**config.mk**
```make
export PLATFORM = sky130hd
export DESIGN_NAME = wb_select_stage
export DESIGN_NICKNAME = d
export VERILOG_FILES = /design/src/rtl/strv32i_pkg.sv /design/src/rtl/load_align_unit.sv /design/src/rtl/wb_select_stage.sv
export SDC_FILE = /design/constraint.sdc
export NUM_CORES = 1
export LEC_CHECK = 0
export BUFFER_PORTS_ARGS = -buffer_cell sky130_fd_sc_hd__buf_2
export CORE_ASPECT_RATIO = 1.75
export CORE_MARGIN = 8
export CORE_UTILIZATION = 40
export DETAILED_ROUTE_END_ITERATION = 10
export PLACE_DENSITY_LB_ADDON = 0.3
export SETUP_SLACK_MARGIN = 0.5
export SLEW_MARGIN = 15
export SYNTH_ARGS = -nofsm -noshare
export SYNTH_HDL_FRONTEND = slang
export SYNTH_SLANG_ARGS = --single-unit
```
**constraint.sdc**
```tcl
create_clock -name clk_in -period 1.9 [get_ports clk_in]
set_input_delay 0.285 -clock clk_in [delete_from_list [all_inputs] [get_ports clk_in]]
set_output_delay 0.285 -clock clk_in [all_outputs]
set_load 0.01 [all_outputs]
```
**src/rtl/strv32i_pkg.sv**
```systemverilog
// Shared STRV32I encodings: write-back source selects, load sizes and the write-back FSM states.
package strv32i_pkg;

    localparam logic [2:0] WB_ALU    = 3'b000;
    localparam logic [2:0] WB_LU     = 3'b001;
    localparam logic [2:0] WB_IMM    = 3'b010;
    localparam logic [2:0] WB_IADDER = 3'b011;
    localparam logic [2:0] WB_PC4    = 3'b101;

    localparam logic [1:0] LOAD_SIZE_BYTE   = 2'b00;
    localparam logic [1:0] LOAD_SIZE_HALF   = 2'b01;
    localparam logic [1:0] LOAD_SIZE_WORD   = 2'b10;
    localparam logic [1:0] LOAD_SIZE_DOUBLE = 2'b11;

    typedef enum logic [0:0] {
        S_RUN,
        S_WAIT_LOAD
    } wb_state_e;

endpackage

```
**src/rtl/load_align_unit.sv**
```systemverilog
// Combinational load aligner: shifts the naturally aligned memory word down by the byte offset,
// sign- or zero-extends the selected width and flags misaligned accesses.
module load_align_unit
    import strv32i_pkg::*;
#(
    parameter int unsigned XLEN = 32
) (
    input  logic [XLEN-1:0] data_in,
    input  logic [2:0]      offset_in,
    input  logic [1:0]      size_in,
    input  logic            unsigned_in,
    output logic [XLEN-1:0] data_out,
    output logic            misaligned_out
);

    localparam int unsigned OFF_W = (XLEN == 64) ? 3 : 2;

    logic [OFF_W-1:0] off;
    logic [1:0]       size_eff;
    logic [XLEN-1:0]  shifted;
    logic             sign_bit;
    logic             fill;
    int               msb;

    assign off = offset_in[OFF_W-1:0];

    // A 32-bit datapath has no doubleword loads; treat them as words.
    assign size_eff = (XLEN == 32 && size_in == LOAD_SIZE_DOUBLE) ? LOAD_SIZE_WORD : size_in;

    assign shifted = data_in >> {off, 3'b000};

    always_comb begin
        msb            = XLEN - 1;
        sign_bit       = 1'b0;
        misaligned_out = 1'b0;
        unique case (size_eff)
            LOAD_SIZE_BYTE: begin
                msb      = 7;
                sign_bit = shifted[7];
            end
            LOAD_SIZE_HALF: begin
                msb            = 15;
                sign_bit       = shifted[15];
                misaligned_out = offset_in[0];
            end
            LOAD_SIZE_WORD: begin
                msb            = 31;
                sign_bit       = shifted[31];
                misaligned_out = |offset_in[1:0];
            end
            default: begin
                msb            = XLEN - 1;
                sign_bit       = shifted[XLEN-1];
                misaligned_out = |offset_in;
            end
        endcase
    end

    assign fill = !unsigned_in && sign_bit;

    always_comb begin
        data_out = '0;
        for (int i = 0; i < XLEN; i++) begin
            data_out[i] = (i <= msb) ? shifted[i] : fill;
        end
    end

endmodule

```
**src/rtl/wb_select_stage.sv**
```systemverilog
// Registered write-back stage: selects the result source, waits for load responses and drives
// the register-file write port one cycle after the result is known.
module wb_select_stage
    import strv32i_pkg::*;
#(
    parameter int unsigned XLEN   = 32,
    parameter int unsigned REG_AW = 5
) (
    input  logic              clk_in,
    input  logic              rst_n_in,
    input  logic              in_valid_in,
    output logic              in_ready_out,
    input  logic              flush_in,
    input  logic              alu_src_in,
    input  logic [2:0]        wb_sel_in,
    input  logic [XLEN-1:0]   alu_result_in,
    input  logic [XLEN-1:0]   imm_in,
    input  logic [XLEN-1:0]   iadder_in,
    input  logic [XLEN-1:0]   pc_plus_4_in,
    input  logic [XLEN-1:0]   rs2_in,
    input  logic [REG_AW-1:0] rd_addr_in,
    input  logic              rf_wr_en_in,
    input  logic [1:0]        load_size_in,
    input  logic              load_unsigned_in,
    input  logic [XLEN-1:0]   load_data_in,
    input  logic              load_valid_in,
    output logic [XLEN-1:0]   alu_2nd_src_out,
    output logic              rf_wr_en_out,
    output logic [REG_AW-1:0] rf_rd_addr_out,
    output logic [XLEN-1:0]   rf_wr_data_out,
    output logic              wb_valid_out,
    output logic              load_misaligned_out
);

    wb_state_e         state_q, state_d;
    logic [REG_AW-1:0] ld_rd_q, ld_rd_d;
    logic              ld_wr_en_q, ld_wr_en_d;
    logic [1:0]        ld_size_q, ld_size_d;
    logic              ld_unsigned_q, ld_unsigned_d;
    logic [2:0]        ld_offset_q, ld_offset_d;

    logic              wr_en_q, wr_en_d;
    logic [REG_AW-1:0] rd_addr_q, rd_addr_d;
    logic [XLEN-1:0]   wr_data_q, wr_data_d;
    logic              wb_valid_q, wb_valid_d;
    logic              misaligned_q, misaligned_d;

    logic              accept;
    logic [XLEN-1:0]   src_data;
    logic [XLEN-1:0]   align_data;
    logic              align_misaligned;

    assign alu_2nd_src_out = alu_src_in ? rs2_in : imm_in;
    assign in_ready_out    = (state_q == S_RUN);
    assign accept          = in_valid_in && in_ready_out && !flush_in;

    // Unused encodings fall back to the ALU result.
    always_comb begin
        case (wb_sel_in)
            WB_IMM:    src_data = imm_in;
            WB_IADDER: src_data = iadder_in;
            WB_PC4:    src_data = pc_plus_4_in;
            default:   src_data = alu_result_in;
        endcase
    end

    load_align_unit #(
        .XLEN(XLEN)
    ) u_load_align (
        .data_in       (load_data_in),
        .offset_in     (ld_offset_q),
        .size_in       (ld_size_q),
        .unsigned_in   (ld_unsigned_q),
        .data_out      (align_data),
        .misaligned_out(align_misaligned)
    );

    always_comb begin
        state_d       = state_q;
        ld_rd_d       = ld_rd_q;
        ld_wr_en_d    = ld_wr_en_q;
        ld_size_d     = ld_size_q;
        ld_unsigned_d = ld_unsigned_q;
        ld_offset_d   = ld_offset_q;
        wr_en_d       = 1'b0;
        wb_valid_d    = 1'b0;
        misaligned_d  = 1'b0;
        rd_addr_d     = rd_addr_q;
        wr_data_d     = wr_data_q;

        unique case (state_q)
            S_RUN: begin
                if (accept) begin
                    if (wb_sel_in == WB_LU) begin
                        ld_rd_d       = rd_addr_in;
                        ld_wr_en_d    = rf_wr_en_in;
                        ld_size_d     = load_size_in;
                        ld_unsigned_d = load_unsigned_in;
                        ld_offset_d   = iadder_in[2:0];
                        state_d       = S_WAIT_LOAD;
                    end else begin
                        wb_valid_d = 1'b1;
                        wr_en_d    = rf_wr_en_in && (rd_addr_in != '0);
                        rd_addr_d  = rd_addr_in;
                        wr_data_d  = src_data;
                    end
                end
            end
            S_WAIT_LOAD: begin
                // A flush wins over a same-cycle response, which is dropped.
                if (flush_in) begin
                    state_d = S_RUN;
                end else if (load_valid_in) begin
                    state_d      = S_RUN;
                    wb_valid_d   = 1'b1;
                    misaligned_d = align_misaligned;
                    wr_en_d      = ld_wr_en_q && (ld_rd_q != '0) && !align_misaligned;
                    rd_addr_d    = ld_rd_q;
                    wr_data_d    = align_data;
                end
            end
            default: state_d = S_RUN;
        endcase
    end

    always_ff @(posedge clk_in or negedge rst_n_in) begin
        if (!rst_n_in) begin
            state_q       <= S_RUN;
            ld_rd_q       <= '0;
            ld_wr_en_q    <= 1'b0;
            ld_size_q     <= '0;
            ld_unsigned_q <= 1'b0;
            ld_offset_q   <= '0;
            wr_en_q       <= 1'b0;
            rd_addr_q     <= '0;
            wr_data_q     <= '0;
            wb_valid_q    <= 1'b0;
            misaligned_q  <= 1'b0;
        end else begin
            state_q       <= state_d;
            ld_rd_q       <= ld_rd_d;
            ld_wr_en_q    <= ld_wr_en_d;
            ld_size_q     <= ld_size_d;
            ld_unsigned_q <= ld_unsigned_d;
            ld_offset_q   <= ld_offset_d;
            wr_en_q       <= wr_en_d;
            rd_addr_q     <= rd_addr_d;
            wr_data_q     <= wr_data_d;
            wb_valid_q    <= wb_valid_d;
            misaligned_q  <= misaligned_d;
        end
    end

    assign rf_wr_en_out        = wr_en_q;
    assign rf_rd_addr_out      = rd_addr_q;
    assign rf_wr_data_out      = wr_data_q;
    assign wb_valid_out        = wb_valid_q;
    assign load_misaligned_out = misaligned_q;

endmodule

```
# [Yosys cells after proc, flatten, opt, wreduce, memory -nomap -nowiden]
# Cells that the tools add are included.
# Widths: inputs -> output; s select.
[totals] ramBits=0 mem_bits_ro=0 elab_cells=138 latchBits=0 n_memories=0 out_inout_bits=73 input_bits=210 register_bits=53
[op_classes] n_mul=0 n_reduce_logical=16 eq_ne=11 mux=66 div_mod_pow=0 n_lt_le_gt_ge=32 bitwise=1 add_sub_neg=0 n_shift=1
[ops] operator="$mux 32" n=5
[ops] operator="$pmux 32 s3" n=1
[ops] operator="$le 5x5->1 const A" n=16
[ops] operator="$pmux 32 s2" n=1
[ops] operator="$mux 1" n=47
[ops] operator="$le 4x5->1 const A" n=8
[ops] operator="$shr 32x5->32" n=1
[ops] operator="$le 3x5->1 const A" n=4
[ops] operator="$mux 5" n=4
[ops] operator="$pmux 5 s2" n=2
[ops] operator="$le 1x5->1 const A" n=2
[ops] operator="$le 2x5->1 const A" n=2
[ops] operator="$reduce_bool 5->1" n=2
[ops] operator="$pmux 1 s2" n=4
[ops] operator="$eq 3x2->1 const B" n=2
[ops] operator="$logic_and 1x1->1" n=6
[ops] operator="$ne 2x2->1 const B" n=3
[ops] operator="$eq 2x2->1 const B" n=2
[ops] operator="$reduce_and 4->1" n=1
[ops] operator="$eq 3x1->1 const B" n=1
[ops] operator="$eq 3x3->1 const B" n=1
[ops] operator="$logic_not 1->1" n=3
[ops] operator="$pmux 1 s3" n=1
[ops] operator="$reduce_and 3->1" n=1
[ops] operator="7 further kinds" n=7

# [Depth between registers and ports, before layout]
[depth] ltp_word=9 depth_mapped=9 depth_no_buf=6

# [Modules after synthesis]
# Synthesis repeated with hierarchy kept, for this count alone.
[unflattened] hier_cells=535 area_unflattened_um2=4491.8
[modules_own_cells] module="wb_select_stage" seq_area_each_um2=1326.3 n_inst=1 area_per_inst_um2=3553.4 cells_each=409
[modules_own_cells] module="load_align_unit" seq_area_each_um2=0.0 n_inst=1 area_per_inst_um2=938.4 cells_each=126

# [Worst setup path after synthesis]
# Ideal clock, no wire load.
[synth_timing] kind="reg2reg" from="reg ld_offset_q[1]" to="reg wr_data_q[6], in the netlist rf_wr_data_out[6]" path_slack_ns=0.344 t_required_ns=1.781 n_path_buf=2 setup_ns=0.119 arrival_ns=1.437 synth_period_minus_slack_ns=1.556 path_stages_with_launch=7 cell_sequence="dfrtp_1 buf_2 buf_4 mux2_2 o211ai_1 o211ai_1 o21a_1"
[synth_via] elab_chain_cells=7
[synth_rtl] element="start, declared" line_no="wb_select_stage.sv:40" source="logic [2:0] ld_offset_q, ld_offset_d;"
[synth_rtl] element="start signal, assigned" line_no="wb_select_stage.sv:145" source="ld_offset_q <= ld_offset_d;"
[synth_rtl] element="$shr 32x5->32 *" line_no="load_align_unit.sv:30" source="assign shifted = data_in >> {off, 3'b000};"
[synth_rtl] element="$pmux 1 s2" line_no="load_align_unit.sv:36" source="unique case (size_eff)"
[synth_rtl] element="$logic_and 1x1->1" line_no="load_align_unit.sv:59" source="assign fill = !unsigned_in && sign_bit;"
[synth_rtl] element="$mux 1 *" line_no="load_align_unit.sv:64" source="data_out[i] = (i <= msb) ? shifted[i] : fill;"
[synth_rtl] element="$mux 32 *" line_no="wb_select_stage.sv:113" source="end else if (load_valid_in) begin"
[synth_rtl] element="$mux 32 *" line_no="wb_select_stage.sv:111" source="if (flush_in) begin"
[synth_rtl] element="$pmux 32 s2 *" line_no="wb_select_stage.sv:91" source="unique case (state_q)"
[synth_rtl] element="end signal, assigned" line_no="wb_select_stage.sv:148" source="wr_data_q <= wr_data_d;"
[synth_rtl] element="end, declared" line_no="wb_select_stage.sv:44" source="logic [XLEN-1:0] wr_data_q, wr_data_d;"
# Every way passes the cells marked *; elsewhere a longest branch is shown, timed or not. The select of a mux whose other input is x is not followed.
# A chain may end at the register's enable or synchronous reset.

# [Worst setup path in the final report]
[layout_timing] from="reg ld_offset_q[1]" to="reg wr_data_q[0], in the netlist rf_wr_data_out[0]"
# The elaborated chain is that of the path after synthesis.

==> results.cfg <==
[status]
outcome = finished clean

[worst_setup_path]
reg2reg_from = ld_offset_q[1]
critPathLaunchType = register
crit_chain = buf_4 > buf_8 > mux2_4 > o211ai_1 > o211ai_1 > o21a_1
crit_path_max_incr_delay_ps = 450
critical_path_arrival_ps = 1840
ff2ff_setup_slack_ps = 250
critical_path_class = reg -> reg
path_buf_inv = 2
critPathMostFrequentCell = o211ai_1
end_kind = register
cp_top_family = compound AO/OA/AOI/OAI gates
crit_cells = 6
worst-path-max-fanout = 8
ff2ff_path_depth = 6
crit_start = ld_offset_q[1]
cpMaxStageDelayCell = dfrtp_2
r2r-end = rf_wr_data_out[0]
cp_data_required_time_ps = 2090
worstSetupEndpoint = rf_wr_data_out[0]

[hold_path]
hp-class = in -> reg

[floorplanning]
fp.dieW_um = 93.1
initial_core_util_pct = 40.8
num_rows = 49
core_um2 = 10200
io_pins = 283
fp.dieH_um = 151
die_area_um2 = 14000

[job]
maxCapViolations = 0

[sta]
maxSlewViolCount = 0
hold_ws_ps = 173
tightest_slew_ps = 590
layout_setup_ws_ps = 247
rsz0062_at_grt = true
fin_setup_tns_ps = 0
hold_violations = 0
period_share_pct = 87.0
clock_skew_ps = 4.92
clock.fmax_mhz = 605
slew_headroom_pct = 60.7
setup_viol = 0
min_period_ps = 1650

[grt]
grt_pass1_wl_mm = 28.6
grt_usage_pct = 26.3
grt_pass1_vias = 5273
grt_max_degree = 39
antenna_found_initial = 2
overflow = 0

[detailed_routing]
wirelength_mm = 20.1
wl_met1_mm = 6.90
met3_length_mm = 1.50
dr_total_vias = 4887
dr_wl_met2_mm = 10.9
drtAntennaViolNets = 0
drc_errors = 0
drt_iter0_drc = 252
wl_per_cell_um = 23.0
dr.pass1.iters = 4
top_layer_used = met4
vias_per_cell = 5.60

[cts]
cts-htree-levels = 2
clock_sinks = 52
clk_path_buf_depth = 2
numCtsBuffers = 5
insertion_delay_ps = 300
clk_pin_slew_worst_paths_ps = 70
cts_root_buf = clkbuf_16
cts_tree = done

[synthesis]
synth_cell_types = 49
synth_edf_count = 0
synth_area_um2 = 4160
synthesis.instances = 443
syn-num-nets = 653
yosysWarnings = 0
synth-main-ff-cell = dfrtp_1
synth_seq_cells = 52
avgSynthCellArea_um2 = 9.38
ys_seq_area_share_pct = 31.3
async_reset_ff_share_pct = 100

[layout]
syn_to_final_growth_pct = 56.2
finalNetCount = 951
final.fill_count = 905
layout_common_cells = 280 x buf_2, 51 x mux2_2, 51 x mux2i_1, 48 x dfrtp_1, 47 x nand2_1
drive_above_1_share_pct = 62.3
final_common_cell = buf_2

[power_and_ir_drop]
p_leak_nw = 3.15
power_density_nw_per_um2 = 704
finalPower_mw = 4.57
ir_worst_vdd_mv = 0.621

[placed_design]
dp_hpwl_mm = 15.8
place_congestion = 0.939
place_ws_ps = 189
portBuffers = 282
## cell usage after synthesis (6+ instances only)
master    instances  area share (%)
o21a_1            7             1.3
dfrtp_1          52              31
o21ai_0          28             3.4
a21oi_1          34             4.1
buf_4             9             1.6
o31ai_1           6             1.1
mux2_2           53              14
buf_1             6            0.54
o22ai_1          18             2.7
buf_2            14             1.7
o211ai_1         14             2.5
nand2_1          53             4.8
mux2i_1          53              13
nor2_1           22             2.0
o221a_2          17             4.6
## through the flow
stage	area [um^2]	util (%)	instances
final	6490	63.8	872
after global routing	6490	63.8	871
after CTS	6080	59.7	846
after detailed placement	5660	55.6	830
after global placement	5660	55.6	830
after floorplan	4200	-	443
## area by class of cell
cell class | instances | area (um^2) | area share [%]
timing repair inverter | 1 | 8.76 | 0.135
clock buffer | 5 | 125 | 1.93
sequential | 52 | 1310 | 20.1
multi-input combinational | 349 | 2830 | 43.7
inverter | 3 | 26.3 | 0.405
clock inverter | 3 | 27.5 | 0.424
tap | 127 | 159 | 2.45
antenna | 3 | 7.51 | 0.116
timing repair buffer | 329 | 2000 | 30.8
## registers in the layout, summed over array words and instances (netlist names)
register and cells:
state_q 1, rf_wr_data_out 32, ld_wr_en_q 1, ld_size_q 2, ld_unsigned_q 1, rf_wr_en_out 1
rf_rd_addr_out 5, load_misaligned_out 1, ld_rd_q 5, ld_offset_q 2, wb_valid_out 1
## repair_timing
item	in CTS	in global routing
hold endpoints to repair	22	0
gates cloned	4	8
setup buffers	3	15
resized for setup	46	50
endpoints found under the setup margin	69	51
hold buffers	1	0
pin swaps	14	19
## cells by family (layout without fill, tap and decap cells)
logic type             count (synthesis)  after routing  share of synthesized area, %
multiplexers                         106            106                          27.1
flip-flops                            52             52                          31.3
other                                  0              3                             0
AO/OA/AOI/OAI                        141            141                          23.6
XOR/XNOR                               1              1                         0.211
buffers and inverters                 44            341                          6.17
AND/OR/NAND/NOR                       99            101                          11.6
## layer usage
metal | vias to the layer above | track usage [%]
met2 | 252 | 48.7
met1 | 2307 | 26.7
met3 | 50 | 6.30
met4 | 0 | 12.9
met5 | - | 0
li1 | 2278 | -
## report_power, final
group	total, mW	switching, mW	internal (mW)
clock network	0.957	0.456	0.501
registers	1.51	0.189	1.32
logic	2.10	1.06	1.04
total	4.57	1.70	2.87
## worst min-delay path by stage
stage                              from                 to  slack, ps  cells past startpoint
after global placement         rst_n_in  rf_rd_addr_out[0]        310                      1
after detailed placement       rst_n_in  rf_rd_addr_out[0]        310                      1
after global routing      load_valid_in            state_q        200                      2
final                     load_valid_in            state_q        170                      2
after floorplan                rst_n_in     ld_offset_q[0]        -10                      0
after CTS                 load_valid_in            state_q        160                      2
Power figures use the tool's default switching activity.
